File: src/rtl/pvr_obj_list_walker_if.sv
// Walker-side bus bundle: VRAM read channel plus the ISP parser start/done handshake.
// The walker drives through the master modport; memory and parser sit on the slave side.
interface pvr_obj_list_walker_if;
  logic        vram_rd;
  logic [23:0] vram_addr;
  logic [31:0] vram_din;
  logic        vram_ack;
  logic [23:0] poly_addr;
  logic        render_poly;
  logic        poly_done;

  modport master (
    output vram_rd, vram_addr, poly_addr, render_poly,
    input  vram_din, vram_ack, poly_done
  );

  modport slave (
    input  vram_rd, vram_addr, poly_addr, render_poly,
    output vram_din, vram_ack, poly_done
  );
endinterface

File: src/rtl/pvr_obj_list_walker.sv
// Walks one tile's PVR object list and issues one primitive at a time to the ISP parser.
// Define PVR_OBJ_ARRAY_EN to decode triangle/quad array entries; otherwise they are no-ops.
module pvr_obj_list_walker #(
  parameter int unsigned MAX_ENTRIES = 1023
) (
  input  logic                         clock,
  input  logic                         reset_n,
  input  logic                         start,
  input  logic [23:0]                  list_base,
  input  logic [23:0]                  param_base,
  pvr_obj_list_walker_if.master        bus,
  output logic [5:0]                   strip_mask,
  output logic                         shadow,
  output logic                         busy,
  output logic                         done,
  output logic                         overrun
);

  localparam int unsigned CntW = $clog2(MAX_ENTRIES + 1);

  typedef enum logic [2:0] {
    StIdle,
    StFetch,
    StDecode,
    StIssue,
    StWait,
    StFinish
  } state_e;

  state_e          state_q, state_d;
  logic [23:0]     cur_addr_q, cur_addr_d;
  logic [31:0]     entry_q, entry_d;
  logic [CntW-1:0] entry_cnt_q, entry_cnt_d;
  logic            overrun_q, overrun_d;
  logic [23:0]     poly_addr_q, poly_addr_d;
  logic [5:0]      strip_mask_q, strip_mask_d;
  logic            shadow_q, shadow_d;
  logic            goto_fetch;
  logic [23:0]     entry_poly_addr;

  assign entry_poly_addr = param_base + {1'b0, entry_q[20:0], 2'b00};

`ifdef PVR_OBJ_ARRAY_EN
  logic [4:0] prim_left_q, prim_left_d;
  logic [2:0] skip_q, skip_d;
  logic       quad_q, quad_d;
  logic [7:0] vtx_words;
  logic [7:0] nv_words;
  logic [7:0] stride_words;

  // Stride in words: 3 ISP/TSP words, 2 more for shadow, nv vertices of (3 + skip) words.
  assign vtx_words    = {5'd0, skip_q} + 8'd3;
  assign nv_words     = quad_q ? (vtx_words << 2) : (vtx_words + (vtx_words << 1));
  assign stride_words = 8'd3 + {6'd0, shadow_q, 1'b0} + nv_words;
`endif

  always_comb begin
    state_d      = state_q;
    cur_addr_d   = cur_addr_q;
    entry_d      = entry_q;
    entry_cnt_d  = entry_cnt_q;
    overrun_d    = overrun_q;
    poly_addr_d  = poly_addr_q;
    strip_mask_d = strip_mask_q;
    shadow_d     = shadow_q;
`ifdef PVR_OBJ_ARRAY_EN
    prim_left_d  = prim_left_q;
    skip_d       = skip_q;
    quad_d       = quad_q;
`endif
    goto_fetch   = 1'b0;

    case (state_q)
      StIdle: begin
        if (start) begin
          cur_addr_d  = list_base;
          entry_cnt_d = '0;
          overrun_d   = 1'b0;
          goto_fetch  = 1'b1;
        end
      end
      StFetch: begin
        if (bus.vram_ack) begin
          entry_d     = bus.vram_din;
          entry_cnt_d = entry_cnt_q + CntW'(1);
          state_d     = StDecode;
        end
      end
      StDecode: begin
        if (!entry_q[31]) begin
          if (entry_q[30:25] != 6'd0) begin
            poly_addr_d  = entry_poly_addr;
            strip_mask_d = entry_q[30:25];
            shadow_d     = entry_q[24];
`ifdef PVR_OBJ_ARRAY_EN
            prim_left_d  = 5'd1;
`endif
            state_d      = StIssue;
          end else begin
            cur_addr_d = cur_addr_q + 24'd4;
            goto_fetch = 1'b1;
          end
        end else if (entry_q[30:29] == 2'b11) begin
          if (entry_q[28]) begin
            state_d = StFinish;
          end else begin
            cur_addr_d = {entry_q[23:2], 2'b00};
            goto_fetch = 1'b1;
          end
`ifdef PVR_OBJ_ARRAY_EN
        end else if (!entry_q[30]) begin
          poly_addr_d  = entry_poly_addr;
          strip_mask_d = 6'd0;
          shadow_d     = entry_q[24];
          prim_left_d  = {1'b0, entry_q[28:25]} + 5'd1;
          skip_d       = entry_q[23:21];
          quad_d       = entry_q[29];
          state_d      = StIssue;
`endif
        end else begin
          cur_addr_d = cur_addr_q + 24'd4;
          goto_fetch = 1'b1;
        end
      end
      StIssue: begin
        state_d = StWait;
      end
      StWait: begin
        if (bus.poly_done) begin
`ifdef PVR_OBJ_ARRAY_EN
          prim_left_d = prim_left_q - 5'd1;
          if (prim_left_d != 5'd0) begin
            poly_addr_d = poly_addr_q + {14'd0, stride_words, 2'b00};
            state_d     = StIssue;
          end else begin
            cur_addr_d = cur_addr_q + 24'd4;
            goto_fetch = 1'b1;
          end
`else
          cur_addr_d = cur_addr_q + 24'd4;
          goto_fetch = 1'b1;
`endif
        end
      end
      StFinish: begin
        state_d = StIdle;
      end
      default: begin
        state_d = StIdle;
      end
    endcase

    // Runaway guard sits on every path into FETCH.
    if (goto_fetch) begin
      if (entry_cnt_d == CntW'(MAX_ENTRIES)) begin
        overrun_d = 1'b1;
        state_d   = StFinish;
      end else begin
        state_d = StFetch;
      end
    end
  end

  always_ff @(posedge clock or negedge reset_n) begin
    if (!reset_n) begin
      state_q      <= StIdle;
      cur_addr_q   <= '0;
      entry_q      <= '0;
      entry_cnt_q  <= '0;
      overrun_q    <= 1'b0;
      poly_addr_q  <= '0;
      strip_mask_q <= '0;
      shadow_q     <= 1'b0;
`ifdef PVR_OBJ_ARRAY_EN
      prim_left_q  <= '0;
      skip_q       <= '0;
      quad_q       <= 1'b0;
`endif
    end else begin
      state_q      <= state_d;
      cur_addr_q   <= cur_addr_d;
      entry_q      <= entry_d;
      entry_cnt_q  <= entry_cnt_d;
      overrun_q    <= overrun_d;
      poly_addr_q  <= poly_addr_d;
      strip_mask_q <= strip_mask_d;
      shadow_q     <= shadow_d;
`ifdef PVR_OBJ_ARRAY_EN
      prim_left_q  <= prim_left_d;
      skip_q       <= skip_d;
      quad_q       <= quad_d;
`endif
    end
  end

  assign bus.vram_rd     = (state_q == StFetch);
  assign bus.vram_addr   = cur_addr_q;
  assign bus.poly_addr   = poly_addr_q;
  assign bus.render_poly = (state_q == StIssue);
  assign strip_mask      = strip_mask_q;
  assign shadow          = shadow_q;
  assign busy            = (state_q != StIdle) && (state_q != StFinish);
  assign done            = (state_q == StFinish);
  assign overrun         = overrun_q;

endmodule
File: src/flat_wrapper.sv
// flat-port wrapper written by rule: the top's interface ports become plain ports
module pvr_obj_list_walker_flat 
#(
  parameter int unsigned MAX_ENTRIES = 1023
)
  (clock, reset_n, start, list_base, param_base, strip_mask, shadow, busy, done, overrun, bus_vram_rd, bus_vram_addr, bus_poly_addr, bus_render_poly, bus_vram_din, bus_vram_ack, bus_poly_done);
  pvr_obj_list_walker_if bus_i ();
  input  logic clock;
  input  logic reset_n;
  input  logic start;
  input  logic [23:0] list_base;
  input  logic [23:0] param_base;
  output logic [5:0] strip_mask;
  output logic shadow;
  output logic busy;
  output logic done;
  output logic overrun;
  output wire logic [$bits(bus_i.vram_rd)-1:0] bus_vram_rd;
  output wire logic [$bits(bus_i.vram_addr)-1:0] bus_vram_addr;
  output wire logic [$bits(bus_i.poly_addr)-1:0] bus_poly_addr;
  output wire logic [$bits(bus_i.render_poly)-1:0] bus_render_poly;
  input wire logic [$bits(bus_i.vram_din)-1:0] bus_vram_din;
  input wire logic [$bits(bus_i.vram_ack)-1:0] bus_vram_ack;
  input wire logic [$bits(bus_i.poly_done)-1:0] bus_poly_done;
  assign bus_vram_rd = bus_i.vram_rd;
  assign bus_vram_addr = bus_i.vram_addr;
  assign bus_poly_addr = bus_i.poly_addr;
  assign bus_render_poly = bus_i.render_poly;
  assign bus_i.vram_din = bus_vram_din;
  assign bus_i.vram_ack = bus_vram_ack;
  assign bus_i.poly_done = bus_poly_done;
  pvr_obj_list_walker #(.MAX_ENTRIES(MAX_ENTRIES)) u_core (.clock(clock), .reset_n(reset_n), .start(start), .list_base(list_base), .param_base(param_base), .bus(bus_i), .strip_mask(strip_mask), .shadow(shadow), .busy(busy), .done(done), .overrun(overrun));
endmodule
File: config.mk
export PLATFORM = sky130hd
export DESIGN_NAME = pvr_obj_list_walker_flat
export DESIGN_NICKNAME = d
export VERILOG_FILES = /design/src/rtl/pvr_obj_list_walker_if.sv /design/src/rtl/pvr_obj_list_walker.sv /design/src/flat_wrapper.sv
export SDC_FILE = /design/constraint.sdc
export NUM_CORES = 1
export LEC_CHECK = 0
export ABC_CLOCK_PERIOD_IN_PS = 2300
export BUFFER_PORTS_ARGS = -buffer_cell sky130_fd_sc_hd__buf_2
export CAP_MARGIN = 20
export CORE_MARGIN = 2
export CORE_UTILIZATION = 49
export DETAILED_ROUTE_END_ITERATION = 6
export PLACE_DENSITY = 0.77
export SLEW_MARGIN = 15
export SYNTH_ARGS = -nofsm -noshare
export SYNTH_HDL_FRONTEND = slang
export SYNTH_SLANG_ARGS = --single-unit
File: constraint.sdc
create_clock -name clock -period 2.3 [get_ports clock]
set_input_delay 0.345 -clock clock [delete_from_list [all_inputs] [get_ports clock]]
set_output_delay 0.345 -clock clock [all_outputs]
set_load 0.03 [all_outputs]
# Word level (Yosys, flattened, before mapping)
# Cells that the tools add are included.
[totals]
out_inout_bits = 60
ff_bits = 101
input_bits = 85
word_cells = 68
[classes]
n_reduce_logical = 10
bitwise_logic = 1
add_sub_neg = 3
mux = 29
n_eq_ne = 17
[op_table]
columns = ["cell", "n"]
rows = [
  ["$mux W24", 6],
  ["$pmux W24 S3", 1],
  ["$add A24 B23 Y24", 1],
  ["$add A24 B3 Y24 const B", 1],
  ["$mux W3", 7],
  ["$mux W10", 2],
  ["$pmux W10 S2", 1],
  ["$ne A4 B4 Y1 const B", 3],
  ["$pmux W3 S4", 1],
  ["$add A10 B1 Y10 const B", 1],
  ["$eq A10 B10 Y1 const B", 1],
  ["$mux W1", 10],
  ["$reduce_and A5 Y1", 2],
  ["$eq A3 B2 Y1 const B", 2],
  ["$eq A3 B3 Y1 const B", 2],
  ["$reduce_bool A3 Y1", 2],
  ["$reduce_bool A6 Y1", 1],
  ["$ne A2 B2 Y1 const B", 2],
  ["$ne A4 B1 Y1 const B", 1],
  ["$eq A3 B1 Y1 const B", 1],
  ["$logic_not A3 Y1", 1],
  ["$ne A3 B1 Y1 const B", 1],
  ["$ne A3 B2 Y1 const B", 1],
  ["$ne A3 B3 Y1 const B", 1],
  ["8 further kinds", 8],
]

# Longest topological paths before layout
[logic_depth]
ltp_word = 6
ltp_mapped = 10
mapped_depth_nobuf = 8

# Worst setup path after synthesis
# OpenSTA, ideal clock, no wires.
[synth_timing]
path_type = "register to register"
from = "register u_core.entry_q[0]"
to = "register u_core.poly_addr_q[18] (netlist: u_core.bus.poly_addr[18])"
stages_incl_launch_ff = 9
arrival_ps = 2269
n_path_buf = 0
synth_period_minus_slack_ps = 2389
slack_ps = -89
setup_ps = 120
required_ps = 2180
cell_sequence = "dfrtp_1 > ha_1 > fa_1 > a21oi_1 > o211ai_1 > a32oi_1 > a21oi_1 > or3_1 > a31o_2"
[synth_via]
elab_chain_cells = 1
[synth_rtl]
columns = ["element", "line_no", "source"]
rows = [
  ["start, declared", "pvr_obj_list_walker.sv:32", "logic [31:0] entry_q, entry_d;"],
  ["start signal, assigned", "pvr_obj_list_walker.sv:182", "entry_q <= entry_d;"],
  ["$add A24 B23 Y24", "pvr_obj_list_walker.sv:41", "assign entry_poly_addr = param_base + {1'b0, entry_q[20:0], 2'b00};"],
  ["end signal, assigned", "pvr_obj_list_walker.sv:185", "poly_addr_q <= poly_addr_d;"],
  ["end, declared", "pvr_obj_list_walker.sv:35", "logic [23:0] poly_addr_q, poly_addr_d;"],
]
# Every way passes these cells.
# A chain may end at the register's enable or synchronous reset.

# Final worst setup path
# Same ends and word-level chain as after synthesis.

==> metrics.yaml <==
violations: "design-rule violations, negative setup slack"
synth_cells: 657
placed_area_um2: 7170
port-buffer-count: 144
required_ps: 2540
synth_nets: 766
grt_overflow: 0
root_buffer: "clkbuf_16"
startpoint_type: "register"
drive_gt1_frac: 0.307
outcome: "finished, violations left"
die_y_um: 115
grt_max_degree: 56
p_per_area_nw_per_um2: 1490
critPathMaxStageDelay_ps: 390
synth_cell_type_count: 70
yosysWarnings: 0
drtIter0Drc: 418
path_cells: "ha_2 > fa_2 > a21oi_4 > o211ai_1 > a32oi_1 > a21oi_1 > or3_1 > a31o_2"
core_area_um2: 12100
syn_avg_cell_area_um2: 9.23
synth_area_leader_cell: "dfrtp_1"
syn_area_um2: 6060
seq_area_frac_synth: 0.417
wirelength_mm: 17.7
path_clk_slew_ps: 70
fin_crit_ps: 2400
areaGrowthSynthToFinish_pct: 25.4
max_clock_freq_mhz: 417
track_usage: 0.266
cts_buffers: 9
die_x_um: 115
ant_nets: 0
ios: 145
maxSlewViolCount: 0
grt_antenna_before_repair: 2
synth-async-reset-ratio: 1.00
core.rowCount: 40
design_area_um2: 7600
avgRoutedWirePerCell_um: 17.8
drv_cap: 0
grt_pass1_wl_mm: 27.7
dp_hpwl_mm: 13.1
initial_core_util: 0.503
h-tree-depth: 3
path_buf_inv: 0
drcViolationCount: 3
cts.sinks: 101
rsz0062_at_grt: "yes"
num_vias: 5888
crit_slowest_cell: "dfrtp_1"
vdd_drop_max_mv: 0.894
path_delay_family: "compound AO/OA/AOI/OAI gates"
cts_buffer_depth: 2
skew_ps: 7.67
p_leak_nw: 3.55
synth_edf_count: 0
cp_max_fo: 3
final_nets: 927
hold_class: "in2reg"
fin_ws_ps: -97.7
synth.top_cells.by_area: "dfrtp_1 (42%), mux2_2 (5.9%), nand2_1 (5.4%)"
maxSlewHeadroom: 0.553
synthFlopType: "dfrtp_1"
critPathKind: "reg2reg"
num_antenna_cells: 0
synth_seq_cells: 101
synth_top_area_share: 0.417
vias_per_cell: 5.94
insertion_delay_ps: 360
finalHoldViolations: 0
grt_pass1_vias: 5753
finalSetupViolations: 3
cts_tree: "done"
dieArea_um2: 13300
gp_congestion: 0.912
end_kind: "register"
cp_data_arrival_time_ps: 2640
period_share: 1.04
dr.pass1.iters: 7
tns_ps: -161
worst_slew_pin_slew_ps: 661
-- worst register-to-register path, stage by stage (launching register included) --
cell	delay, ps
dfrtp_1	390
ha_2	190
fa_2	380
a21oi_4	180
o211ai_1	170
a32oi_1	320
a21oi_1	120
or3_1	320
a31o_2	230
-- placed cells by master (no fill, tap or decap), types with 5 or more instances in the layout --
cell and count:
a31oi_1 11, a222oi_1 8, a22o_1 5, a211oi_1 6, a221oi_1 11, nor3_1 14, dfrtp_1 101, o21ai_1 7
nand3_1 24, nand4_1 10, ha_1 19, a21oi_1 36, mux2_2 32, xnor2_1 12, clkbuf_16 9, and2_1 18
buf_4 34, and3_1 10, nor2_1 31, o21ai_0 56, nand2_1 87, buf_12 5, nor3b_1 5, inv_1 12
nand2b_1 6, buf_2 143, a21o_1 10
-- synthesized netlist by cell type (9+ instances only) --
library cell	number
nand3_1	24
clkbuf_1	18
o21ai_0	59
a21o_1	10
and2_1	18
ha_1	23
nor3_1	14
nor2_1	32
buf_2	9
nand2_1	87
mux2_2	32
inv_1	12
a221oi_1	11
a31oi_1	11
and3_1	10
dfrtp_1	101
a21oi_1	39
xnor2_1	12
nand4_1	10
-- per-layer routing --
metal  wire length [um]  global-route usage
met5                  0                   0
met4                412              0.0948
met3               1390              0.0865
met1               6870               0.308
met2               8990               0.464
-- flip-flops by register name, summed over array words and instances, names as in the netlist --
| register | count |
|---|---|
| u_core.entry_cnt_q | 10 |
| u_core.bus.poly_addr | 24 |
| u_core.entry_q | 32 |
| u_core.shadow | 1 |
| u_core.strip_mask | 6 |
| u_core.bus.vram_addr | 24 |
| u_core.overrun | 1 |
| u_core.state_q | 3 |
-- report_power, final --
group | switching (W) | total [W] | leakage, nW | internal [W]
sequential | 0.000831 | 0.00343 | 1.24 | 0.00260
combinational | 0.00370 | 0.00618 | 2.15 | 0.00249
clock | 0.000696 | 0.00168 | 0.160 | 0.000989
total | 0.00522 | 0.0113 | 3.55 | 0.00607
-- worst paths after layout --
check,startpoint,to,slack [ps],cells past startpoint
setup / recovery,u_core.entry_q[0],u_core.bus.poly_addr[18],-100,8
hold / removal,param_base[1],u_core.bus.poly_addr[1],190,3
setup reg to reg,u_core.entry_q[0],u_core.bus.poly_addr[18],-100,8
hold reg to reg,u_core.bus.poly_addr[14],u_core.bus.poly_addr[14],480,2
max in group asynchronous,reset_n,u_core.entry_cnt_q[0],1230,3
min in group asynchronous,reset_n,u_core.bus.poly_addr[0],450,2
-- what timing repair did --
item | CTS | global route
endpoints found under the hold margin | 23 | 0
pin swaps | 0 | 2
buffers inserted | 0 | 5
endpoints found under the setup margin | 1 | 14
cloned | 0 | 0
hold buffers | 1 | 0
gates resized for setup | 1 | 12
-- cells by family (layout without fill, tap and decap cells) --
| kind of cell | Yosys count | after routing | share of synthesized area |
|---|---|---|---|
| XOR/XNOR | 15 | 15 | 0.0217 |
| adder cells (fa/ha/maj) | 24 | 24 | 0.0508 |
| buffers and inverters | 46 | 212 | 0.0322 |
| AND/OR/NAND/NOR | 235 | 235 | 0.194 |
| multiplexers | 36 | 36 | 0.0660 |
| AO/OA/AOI/OAI | 200 | 200 | 0.218 |
| flip-flops | 101 | 101 | 0.417 |
-- metrics by stage --
stage	hold WS (ps)	worst slack, ps	std cells	util	power [W]
2_1_floorplan	49.4	16.9	657	-	0.00747
3_3_place_gp	283	-27.5	969	0.594	0.00920
3_5_place_dp	287	-93.0	969	0.594	0.00940
4_1_cts	175	-7.14	986	0.622	0.0111
5_1_grt	175	-234	991	0.630	0.0121
6_report	185	-97.7	991	0.630	0.0113
-- area by class of cell --
type	count	area (um2)
clock buffer	11	243
clock inverter	5	82.6
fill	994	4460
inverter	13	48.8
multi-input combinational	510	3410
sequential	101	2530
tap	168	210
timing repair buffer	183	1080
Note: power is estimated with default switching activity, not from simulation.
